## src/rtl/jac_pkg.sv

```systemverilog
// Shared encodings for the jac fetch/sequencing slice: opcode fields, opcodes and FSM states.
package jac_pkg;

  localparam int unsigned OPC_MSB   = 15;
  localparam int unsigned OPC_LSB   = 11;
  localparam int unsigned OPC_W     = OPC_MSB - OPC_LSB + 1;
  localparam int unsigned PARAM_MSB = 7;
  localparam int unsigned PARAM_LSB = 0;
  localparam int unsigned PARAM_W   = PARAM_MSB - PARAM_LSB + 1;

  // Control-flow opcodes, resolved inside the fetch stage
  localparam logic [OPC_W-1:0] OP_GOTO = 5'b10000;
  localparam logic [OPC_W-1:0] OP_IFZ  = 5'b10001;
  localparam logic [OPC_W-1:0] OP_IFNZ = 5'b10010;
  localparam logic [OPC_W-1:0] OP_IFEQ = 5'b10011;

  // Data-path opcodes, passed through to execute untouched
  localparam logic [OPC_W-1:0] OP_NOP  = 5'b00000;
  localparam logic [OPC_W-1:0] OP_VAL  = 5'b00001;
  localparam logic [OPC_W-1:0] OP_ADD  = 5'b00010;
  localparam logic [OPC_W-1:0] OP_SUB  = 5'b00011;
  localparam logic [OPC_W-1:0] OP_CMP  = 5'b00100;
  localparam logic [OPC_W-1:0] OP_LOAD = 5'b00101;
  localparam logic [OPC_W-1:0] OP_STOR = 5'b00110;

  typedef enum logic [1:0] {
    ST_START = 2'd0,
    ST_RUN   = 2'd1,
    ST_HALT  = 2'd2
  } state_t;

  function automatic logic is_ctrl_op(input logic [OPC_W-1:0] opc);
    return (opc == OP_GOTO) || (opc == OP_IFZ) || (opc == OP_IFNZ) || (opc == OP_IFEQ);
  endfunction

endpackage

```

## src/rtl/jac_branch_cond.sv

```systemverilog
// Combinational control-flow resolver: classifies the decoded word, evaluates its condition
// and computes the branch target plus an out-of-range indication.
module jac_branch_cond
  import jac_pkg::*;
#(
  parameter int unsigned PC_WIDTH = 8,
  parameter int unsigned CMD_CNT  = 64
) (
  input  logic [OPC_W-1:0]    opcode,
  input  logic [PARAM_W-1:0]  param,
  input  logic [PC_WIDTH-1:0] dq_pc,
  input  logic                flag_zero,
  input  logic                flag_eq,
  output logic                is_ctrl,
  output logic                taken,
  output logic [PC_WIDTH-1:0] target,
  output logic                target_oob
);

  logic [PC_WIDTH-1:0] skip_target_c;

  // Skips are relative to the word after the control instruction, wrapping in pc width
  assign skip_target_c = dq_pc + PC_WIDTH'(1) + PC_WIDTH'(param);

  always_comb begin
    is_ctrl = is_ctrl_op(opcode);
    taken   = 1'b0;
    target  = skip_target_c;
    case (opcode)
      OP_GOTO: begin
        taken  = 1'b1;
        target = PC_WIDTH'(param);
      end
      OP_IFZ:  taken = flag_zero;
      OP_IFNZ: taken = ~flag_zero;
      OP_IFEQ: taken = flag_eq;
      default: taken = 1'b0;
    endcase
    target_oob = (32'(target) >= CMD_CNT);
  end

endmodule

```

## src/rtl/jac_fetch_seq.sv

```systemverilog
// Fetch/sequencing stage: drives pc, decodes one word per cycle, resolves control flow locally
// and issues data-path instructions through a one-entry issue register.
module jac_fetch_seq
  import jac_pkg::*;
#(
  parameter int unsigned PC_WIDTH = 8,
  parameter int unsigned IRWidth  = 16,
  parameter int unsigned CMD_CNT  = 64
) (
  input  logic                clk,
  input  logic                res_n,
  input  logic [IRWidth-1:0]  ir,
  input  logic                flag_zero,
  input  logic                flag_eq,
  input  logic                exec_stall,
  output logic [PC_WIDTH-1:0] pc,
  output logic [IRWidth-1:0]  instr,
  output logic [PC_WIDTH-1:0] instr_pc,
  output logic                instr_valid,
  output logic                fault
);

  localparam logic [PC_WIDTH-1:0] PC_LAST = PC_WIDTH'(CMD_CNT - 1);

  state_t              state;
  logic [IRWidth-1:0]  dq;
  logic [PC_WIDTH-1:0] dq_pc;
  logic                dq_v;

  logic [PC_WIDTH-1:0] pc_inc_c;
  logic                is_ctrl_c;
  logic                taken_c;
  logic [PC_WIDTH-1:0] target_c;
  logic                target_oob_c;

  assign pc_inc_c = (pc == PC_LAST) ? '0 : pc + PC_WIDTH'(1);

  jac_branch_cond #(
    .PC_WIDTH (PC_WIDTH),
    .CMD_CNT  (CMD_CNT)
  ) u_branch_cond (
    .opcode     (dq[OPC_MSB:OPC_LSB]),
    .param      (dq[PARAM_MSB:PARAM_LSB]),
    .dq_pc      (dq_pc),
    .flag_zero  (flag_zero),
    .flag_eq    (flag_eq),
    .is_ctrl    (is_ctrl_c),
    .taken      (taken_c),
    .target     (target_c),
    .target_oob (target_oob_c)
  );

  always_ff @(posedge clk or negedge res_n) begin
    if (!res_n) begin
      state       <= ST_START;
      pc          <= '0;
      dq          <= '0;
      dq_pc       <= '0;
      dq_v        <= 1'b0;
      instr       <= '0;
      instr_pc    <= '0;
      instr_valid <= 1'b0;
      fault       <= 1'b0;
    end else begin
      case (state)
        ST_START: state <= ST_RUN;

        ST_RUN: begin
          if (!exec_stall) begin
            dq          <= ir;
            dq_pc       <= pc;
            dq_v        <= 1'b1;
            pc          <= pc_inc_c;
            instr_valid <= 1'b0;
            if (dq_v) begin
              if (!is_ctrl_c) begin
                instr       <= dq;
                instr_pc    <= dq_pc;
                instr_valid <= 1'b1;
              end else if (taken_c) begin
                // Taken control flow flushes the word fetched alongside it
                dq_v <= 1'b0;
                if (target_oob_c) begin
                  fault <= 1'b1;
                  state <= ST_HALT;
                  pc    <= pc;
                end else begin
                  pc <= target_c;
                end
              end
            end
          end
        end

        ST_HALT: instr_valid <= 1'b0;

        default: state <= ST_HALT;
      endcase
    end
  end

endmodule

```

## config.mk

```make
export PLATFORM = sky130hd
export DESIGN_NAME = jac_fetch_seq
export DESIGN_NICKNAME = d
export VERILOG_FILES = /design/src/rtl/jac_pkg.sv /design/src/rtl/jac_branch_cond.sv /design/src/rtl/jac_fetch_seq.sv
export SDC_FILE = /design/constraint.sdc
export NUM_CORES = 1
export LEC_CHECK = 0
export ABC_AREA = 1
export ABC_CLOCK_PERIOD_IN_PS = 1970
export CORE_ASPECT_RATIO = 1.5
export CORE_MARGIN = 2
export CORE_UTILIZATION = 30
export DETAILED_ROUTE_END_ITERATION = 12
export PLACE_DENSITY_LB_ADDON = 0.2
export REMOVE_ABC_BUFFERS = 1
export SETUP_SLACK_MARGIN = 0.4
export SYNTH_ARGS = -nofsm -noshare
export SYNTH_HDL_FRONTEND = slang
export SYNTH_SLANG_ARGS = --single-unit
```

## constraint.sdc

```tcl
create_clock -name clk -period 1.97 [get_ports clk]
set_input_delay 0.394 -clock clk [delete_from_list [all_inputs] [get_ports clk]]
set_output_delay 0.394 -clock clk [all_outputs]
set_load 0.01 [all_outputs]
```

==> impl_metrics.ini, run 1 <==
[sta]
clock_skew_ps = 10.5
fmax_mhz = 553
period_share_pct = 91.8
tightestPinTransition_ps = 464
hold_ws_ps = 20.8
timing.final.hold_violations = 0
slew_violations = 0
setup-violations-final = 0
relSlewSlack_pct = 69.1
fin_ws_ps = 161
min_period_ps = 1810
rsz0062_at_grt = true
setup_tns_ps = 0

[clock_tree]
cts.sinks = 61
cts_buffers = 9
hold_buffers = 0
cts_tree = yes
clockBufferDepth = 2
clkSlewWorstSetupHoldPaths_ps = 50
cts_htree_levels = 3
clk_latency_ps = 330
root_buffer = clkbuf_16

[logic_synthesis]
ys_top_cells_by_count = 114 x nand2_1, 61 x dfrtp_1, 46 x o21ai_0
synth.most_common_cell = nand2_1
syn_area_per_cell_sq_um = 8.49
synth_edf_count = 0
yosys.area.top_type_share_pct = 49.2
async_reset_ff_share_pct = 100
synth_ff_type = dfrtp_1
ys_seq_area_share_pct = 49.2
synthDistinctLibCells = 33
synth_area_leaders = dfrtp_1 49%, nand2_1 14%, o21ai_0 7.4%, inv_1 4.5%, ha_1 3.2%
synth_seq_cells = 61
synth.largest_area_cell = dfrtp_1
syn_area_sq_um = 3100
synthCells = 365
synth_warnings = 0

[pwr]
p_int_w = 0.00228
sequentialPowerShare_pct = 44.4
sw_frac_of_total_pct = 19.2
p_comb_share_pct = 2.5
clkPwrFrac_pct = 53.1
powerDensity_nw_per_um2 = 664
power_leakage_nw = 2.19
p_sw_w = 0.000542
vdd_drop_max_mv = 0.385

[die]
fp.dieW_um = 87.0
io_pins = 55
chipHeight_um = 129
start_util_pct = 30.8
coreArea_sq_um = 10100
dieArea_sq_um = 11200
rows = 45

[finish]
syn_to_final_growth_pct = 37.2
postLayoutCoreUtil_pct = 42.2
layout-drive-gt1-share_pct = 20.8
diodes = 0
instances_no_fill = 559
final_nets = 467

[drt]
vias = 2595
wl_met2_um = 4080
postRouteAntennaNets = 0
drt-met1-wl_um = 3140
firstDrtPassIters = 6
routed.top_layer = met4
post_drt_wl_per_cell_um = 13.5
vias_per_cell = 4.64
drcViolationCount = 0
drt_iter0_drc = 173
routed_wl_um = 7550
wl_met3_um = 258

[setup_path]
worst_path_largest_cell_delay_ps = 360
crit_arrival_ps = 2020
r2r-end = pc[6]$_DFFE_PN0P_
worst-r2r-setup-slack_ps = 160
worst-path-max-fanout = 8
timing.rr.start = dq[0]$_DFFE_PN0P_
end_kind = flip-flop
crit_chain = inv_2 -> ha_4 -> fa_2 -> inv_2 -> nand2_2 -> nand3_2 -> nand2_2 -> nand2_2 -> nand4_4 -> nand2_4 -> nand2_8 -> nand2_2 -> nand2_2
startpoint_type = flip-flop
reg2regPathDepth = 13
required_ps = 2180
crit_type = reg -> reg
slowest_stage = dfrtp_1
cpMostUsedCell = nand2_2

[grt]
grt-ovfl-total = 0
antenna_found_initial = 0
grt_pass1_wl_um = 12200
grt_pass1_vias = 2468
grt_start_max_net_pins = 47
grt_usage_pct = 14.4

[status]
status = finished, final reports clean

[place]
dp_hpwl_um = 5340
gp_congestion = 0.776
dp_slack_ps = -4.57
placed_cells = 532
numPortBuffers = 54

[min_path]
hold_path_class = in -> async

[job]
cap_violations = 0
==> power groups by stage <==
stage	clock network [W]	registers, W	logic (W)
after floorplan	0	0.00128	0.00000197
after global placement	0	0.00128	0.0000720
after detailed placement	0	0.00128	0.0000726
after CTS	0.00156	0.00125	0.0000730
after global routing	0.00162	0.00125	0.0000791
final	0.00150	0.00126	0.0000696
==> how the worst max path moves through the flow <==
stage | startpoint | to | cells after the start
3_3_place_gp | dq[0]$_DFFE_PN0P_ | pc[5]$_DFFE_PN0P_ | 13
2_1_floorplan | state[1]$_DFFE_PN0P_ | instr_pc[7]$_DFFE_PN0P_ | 5
3_5_place_dp | dq[0]$_DFFE_PN0P_ | pc[7]$_DFFE_PN0P_ | 13
4_1_cts | dq[0]$_DFFE_PN0P_ | pc[6]$_DFFE_PN0P_ | 13
5_1_grt | dq[0]$_DFFE_PN0P_ | pc[5]$_DFFE_PN0P_ | 13
6_report | dq[0]$_DFFE_PN0P_ | pc[6]$_DFFE_PN0P_ | 13
==> logic make-up (layout without fill, tap and decap cells) <==
group           after synthesis  after routing  synth area share, %
xor+xnor                      6              6                 1.69
fa+ha+maj                     9              9                 3.87
simple gates                166            166                 25.4
flops                        61             61                 49.2
mux                           5              5                 1.82
buf+inv                      59            136                 8.07
compound gates               59             59                 9.89
==> layer usage <==
metal  vias up  global-route usage (%)
li1       1311                       -
met1      1238                    16.8
met2        42                    24.7
met3         4                    3.14
met4         0                    6.62
met5         -                       0
==> critical path: cells and delay by family, from the launching register on <==
| family | cells | cell delay, ps |
|---|---|---|
| buffers and inverters | 2 | 130 |
| AND/OR/NAND/NOR | 9 | 680 |
| flip-flops | 1 | 360 |
| adder cells (fa/ha/maj) | 2 | 510 |
==> registers in the layout (all words and copies together) (netlist names) <==
signal       count
dq              16
instr_valid      1
pc               8
dq_v             1
instr_pc         8
fault            1
state            2
dq_pc            8
instr           16
==> layout make-up <==
cell class | instances | area, sq um
Inverter | 46 | 173
Sequential cell | 61 | 1530
Multi-Input combinational cell | 245 | 1440
Tap cell | 117 | 146
Fill cell | 1026 | 5830
Clock buffer | 16 | 292
Timing Repair Buffer | 74 | 676
==> placed cells by master (no fill, tap or decap), drive strengths merged <==
cell type / n
fa: 1
clkbuf: 16
nand2: 122
dlymetal6s2s: 1
nand3: 16
a21oi: 4
clkdlybuf4s50: 19
ha: 8
dfrtp: 61
nor2: 15
nand4: 8
xnor2: 2
buf: 21
mux2: 5
nor3: 1
nand3b: 2
xor2: 4
dlygate4sd2: 33
o21ai: 52
o211ai: 3
inv: 46
or2: 2
==> stage by stage <==
| stage | total power [W] | instance area, sq um |
|---|---|---|
| 3_5_place_dp | 0.00135 | 3800 |
| 4_1_cts | 0.00289 | 4160 |
| 3_3_place_gp | 0.00135 | 3800 |
| 6_report | 0.00282 | 4250 |
| 2_1_floorplan | 0.00128 | 3020 |
| 5_1_grt | 0.00295 | 4250 |
==> timing repair <==
item	4_1_cts	5_1_grt
buffers inserted	5	6
setup endpoints to repair	63	34
gates cloned	0	0
pin swaps	7	4
resized for setup	45	16
Note: power is estimated with default switching activity, not from simulation.
==> run 2, diff against run 1 <==
--- a/config.mk
+++ b/config.mk
@@ -9,5 +9,4 @@
 export ABC_CLOCK_PERIOD_IN_PS = 1970
 export CORE_ASPECT_RATIO = 1.5
-export CORE_MARGIN = 2
 export CORE_UTILIZATION = 30
 export DETAILED_ROUTE_END_ITERATION = 12
==> constraint.sdc (replaced) <==
create_clock -name clk -period 1.97 [get_ports clk]
set_input_delay 0.394 -clock clk [delete_from_list [all_inputs] [get_ports clk]]
set_output_delay 0.394 -clock clk [all_outputs]
set_load 0.02 [all_outputs]
==> impl_metrics.ini, run 2 (synthesized netlist as in run 1, its figures left out) <==
[finish]
final_nets = 462
ff_latch_area_sq_um = 1530
final_cell_mix = 105 x nand2_1, 60 x dfrtp_1, 46 x o21ai_0, 34 x inv_1, 33 x dlygate4sd2_1
multi_input_area_sq_um = 1450
top_regs = dq: 16 flops, instr: 16 flops
layout-drive-gt1-share_pct = 20.2
postLayoutCoreUtil_pct = 41.6
layout_commonest_cell = nand2_1
diodes = 0
syn_to_final_growth_pct = 35.2
fill_cells = 1035

[sta]
fin_ws_ps = 176
period_share_pct = 91.0
rsz0062_at_grt = true
min_period_ps = 1790
slew_violations = 0
clock_skew_ps = 9.63
tightestPinTransition_ps = 329
setup-violations-final = 0
setup_tns_ps = 0
fmax_mhz = 558
timing.final.hold_violations = 0
relSlewSlack_pct = 78.1
hold_ws_ps = 82.8

[die]
coreArea_sq_um = 10100
rows = 45
fp.dieW_um = 85.0
dieArea_sq_um = 10800
start_util_pct = 30.8
io_pins = 55
chipHeight_um = 127

[drt]
postRouteAntennaNets = 0
post_drt_wl_per_cell_um = 13.5
drcViolationCount = 0
routed_wl_um = 7430
vias_per_cell = 4.66
firstDrtPassIters = 6
vias = 2575
drt_iter0_drc = 106

[clock_tree]
cts_htree_levels = 3
hold_buffers = 0
cts.sinks = 61
root_buffer = clkbuf_16
cts_buffers = 9
clk_latency_ps = 320
clockBufferDepth = 2
clkSlewWorstSetupHoldPaths_ps = 60
cts_tree = yes

[job]
cap_violations = 0

[grt]
grt_usage_pct = 15.3
met2_usage_pct = 27.6
grt_start_max_net_pins = 62
antenna_found_initial = 0
grt_pass1_vias = 2657
grt_pass1_wl_um = 12700
grt-ovfl-total = 0
grt_util_met3_pct = 2.73
top_usage_layer = met2
met1_usage_pct = 17.0

[setup_path]
end_kind = flip-flop
crit_chain = inv_2 -> ha_4 -> fa_2 -> inv_2 -> nand2_2 -> nand3_2 -> nand2_2 -> nand2_2 -> nand4_4 -> nand2_4 -> nand2_8 -> nand2_2 -> nand2_1
cpMostUsedCell = nand2_2
worst_path_largest_cell_delay_ps = 360
required_ps = 2170
slowest_stage = dfrtp_1
worst-path-max-fanout = 8
crit_arrival_ps = 2000
crit_type = reg -> reg
startpoint_type = flip-flop

[min_path]
hold_path_class = in -> async

[pwr]
powerDensity_nw_per_um2 = 669
vdd_drop_max_mv = 0.364
power_leakage_nw = 2.15
clkPwrFrac_pct = 52.8
sw_frac_of_total_pct = 19.3
p_comb_share_pct = 2.5
p_sw_w = 0.000542
p_int_w = 0.00226
sequentialPowerShare_pct = 44.7

[status]
status = finished, final reports clean

[place]
dp_hpwl_um = 5330
numPortBuffers = 54
dp_slack_ps = -9.44
gp_congestion = 0.805
## run 2: per-layer routing
| metal | wire (um) | vias up |
|---|---|---|
| met2 | 4000 | 42 |
| li1 | - | 1295 |
| met5 | 0 | - |
| met3 | 216 | 12 |
| met1 | 3020 | 1226 |
| met4 | 192 | 0 |
## run 2: repair_timing
item | 4_1_cts | 5_1_grt
resized for setup | 49 | 12
endpoints found under the setup margin | 45 | 22
setup buffers | 2 | 2
pin swaps | 6 | 5
## run 2: final cells by class
type	count	share of cell area, %
clock buffer	13	6.69
clock inverter	1	0.119
inverter	46	4.12
multi-input combinational	245	34.5
sequential	61	36.4
tap	117	3.49
timing repair buffer	69	14.7
## run 2: through the flow
stage / area, sq um / power (W) / std cells
2_1_floorplan: 3020 / 0.00128 / 352
3_3_place_gp: 3800 / 0.00135 / 534
3_5_place_dp: 3800 / 0.00135 / 534
4_1_cts: 4140 / 0.00285 / 550
5_1_grt: 4190 / 0.00291 / 552
6_report: 4190 / 0.00281 / 552
## run 2: power groups by stage
stage | clock (W) | combinational [W] | sequential, W
global placement | 0 | 0.0000723 | 0.00128
detailed placement | 0 | 0.0000727 | 0.00128
finish | 0.00148 | 0.0000696 | 0.00126
CTS | 0.00153 | 0.0000728 | 0.00125
global route | 0.00157 | 0.0000790 | 0.00125
floorplan | 0 | 0.00000197 | 0.00128
## run 2: worst paths after layout
check                      slack (ps)         startpoint  cells after the start                       to
max                               180  dq[0]$_DFFE_PN0P_                     13        pc[1]$_DFFE_PN0P_
min reg2reg                       460  fault$_DFFE_PN0P_                      2        fault$_DFFE_PN0P_
max in group asynchronous        1620              res_n                      2        pc[2]$_DFFE_PN0P_
max reg2reg                       180  dq[0]$_DFFE_PN0P_                     13        pc[1]$_DFFE_PN0P_
min in group clk                  460  fault$_DFFE_PN0P_                      2        fault$_DFFE_PN0P_
min                                80              res_n                      2  instr_pc[4]$_DFFE_PN0P_
## run 2: critical path, delay by kind of cell (launching register included)
family | cells | cell delay [ps]
flip-flops | 1 | 360
AND/OR/NAND/NOR | 9 | 680
buffers and inverters | 2 | 130
adder cells (fa/ha/maj) | 2 | 520
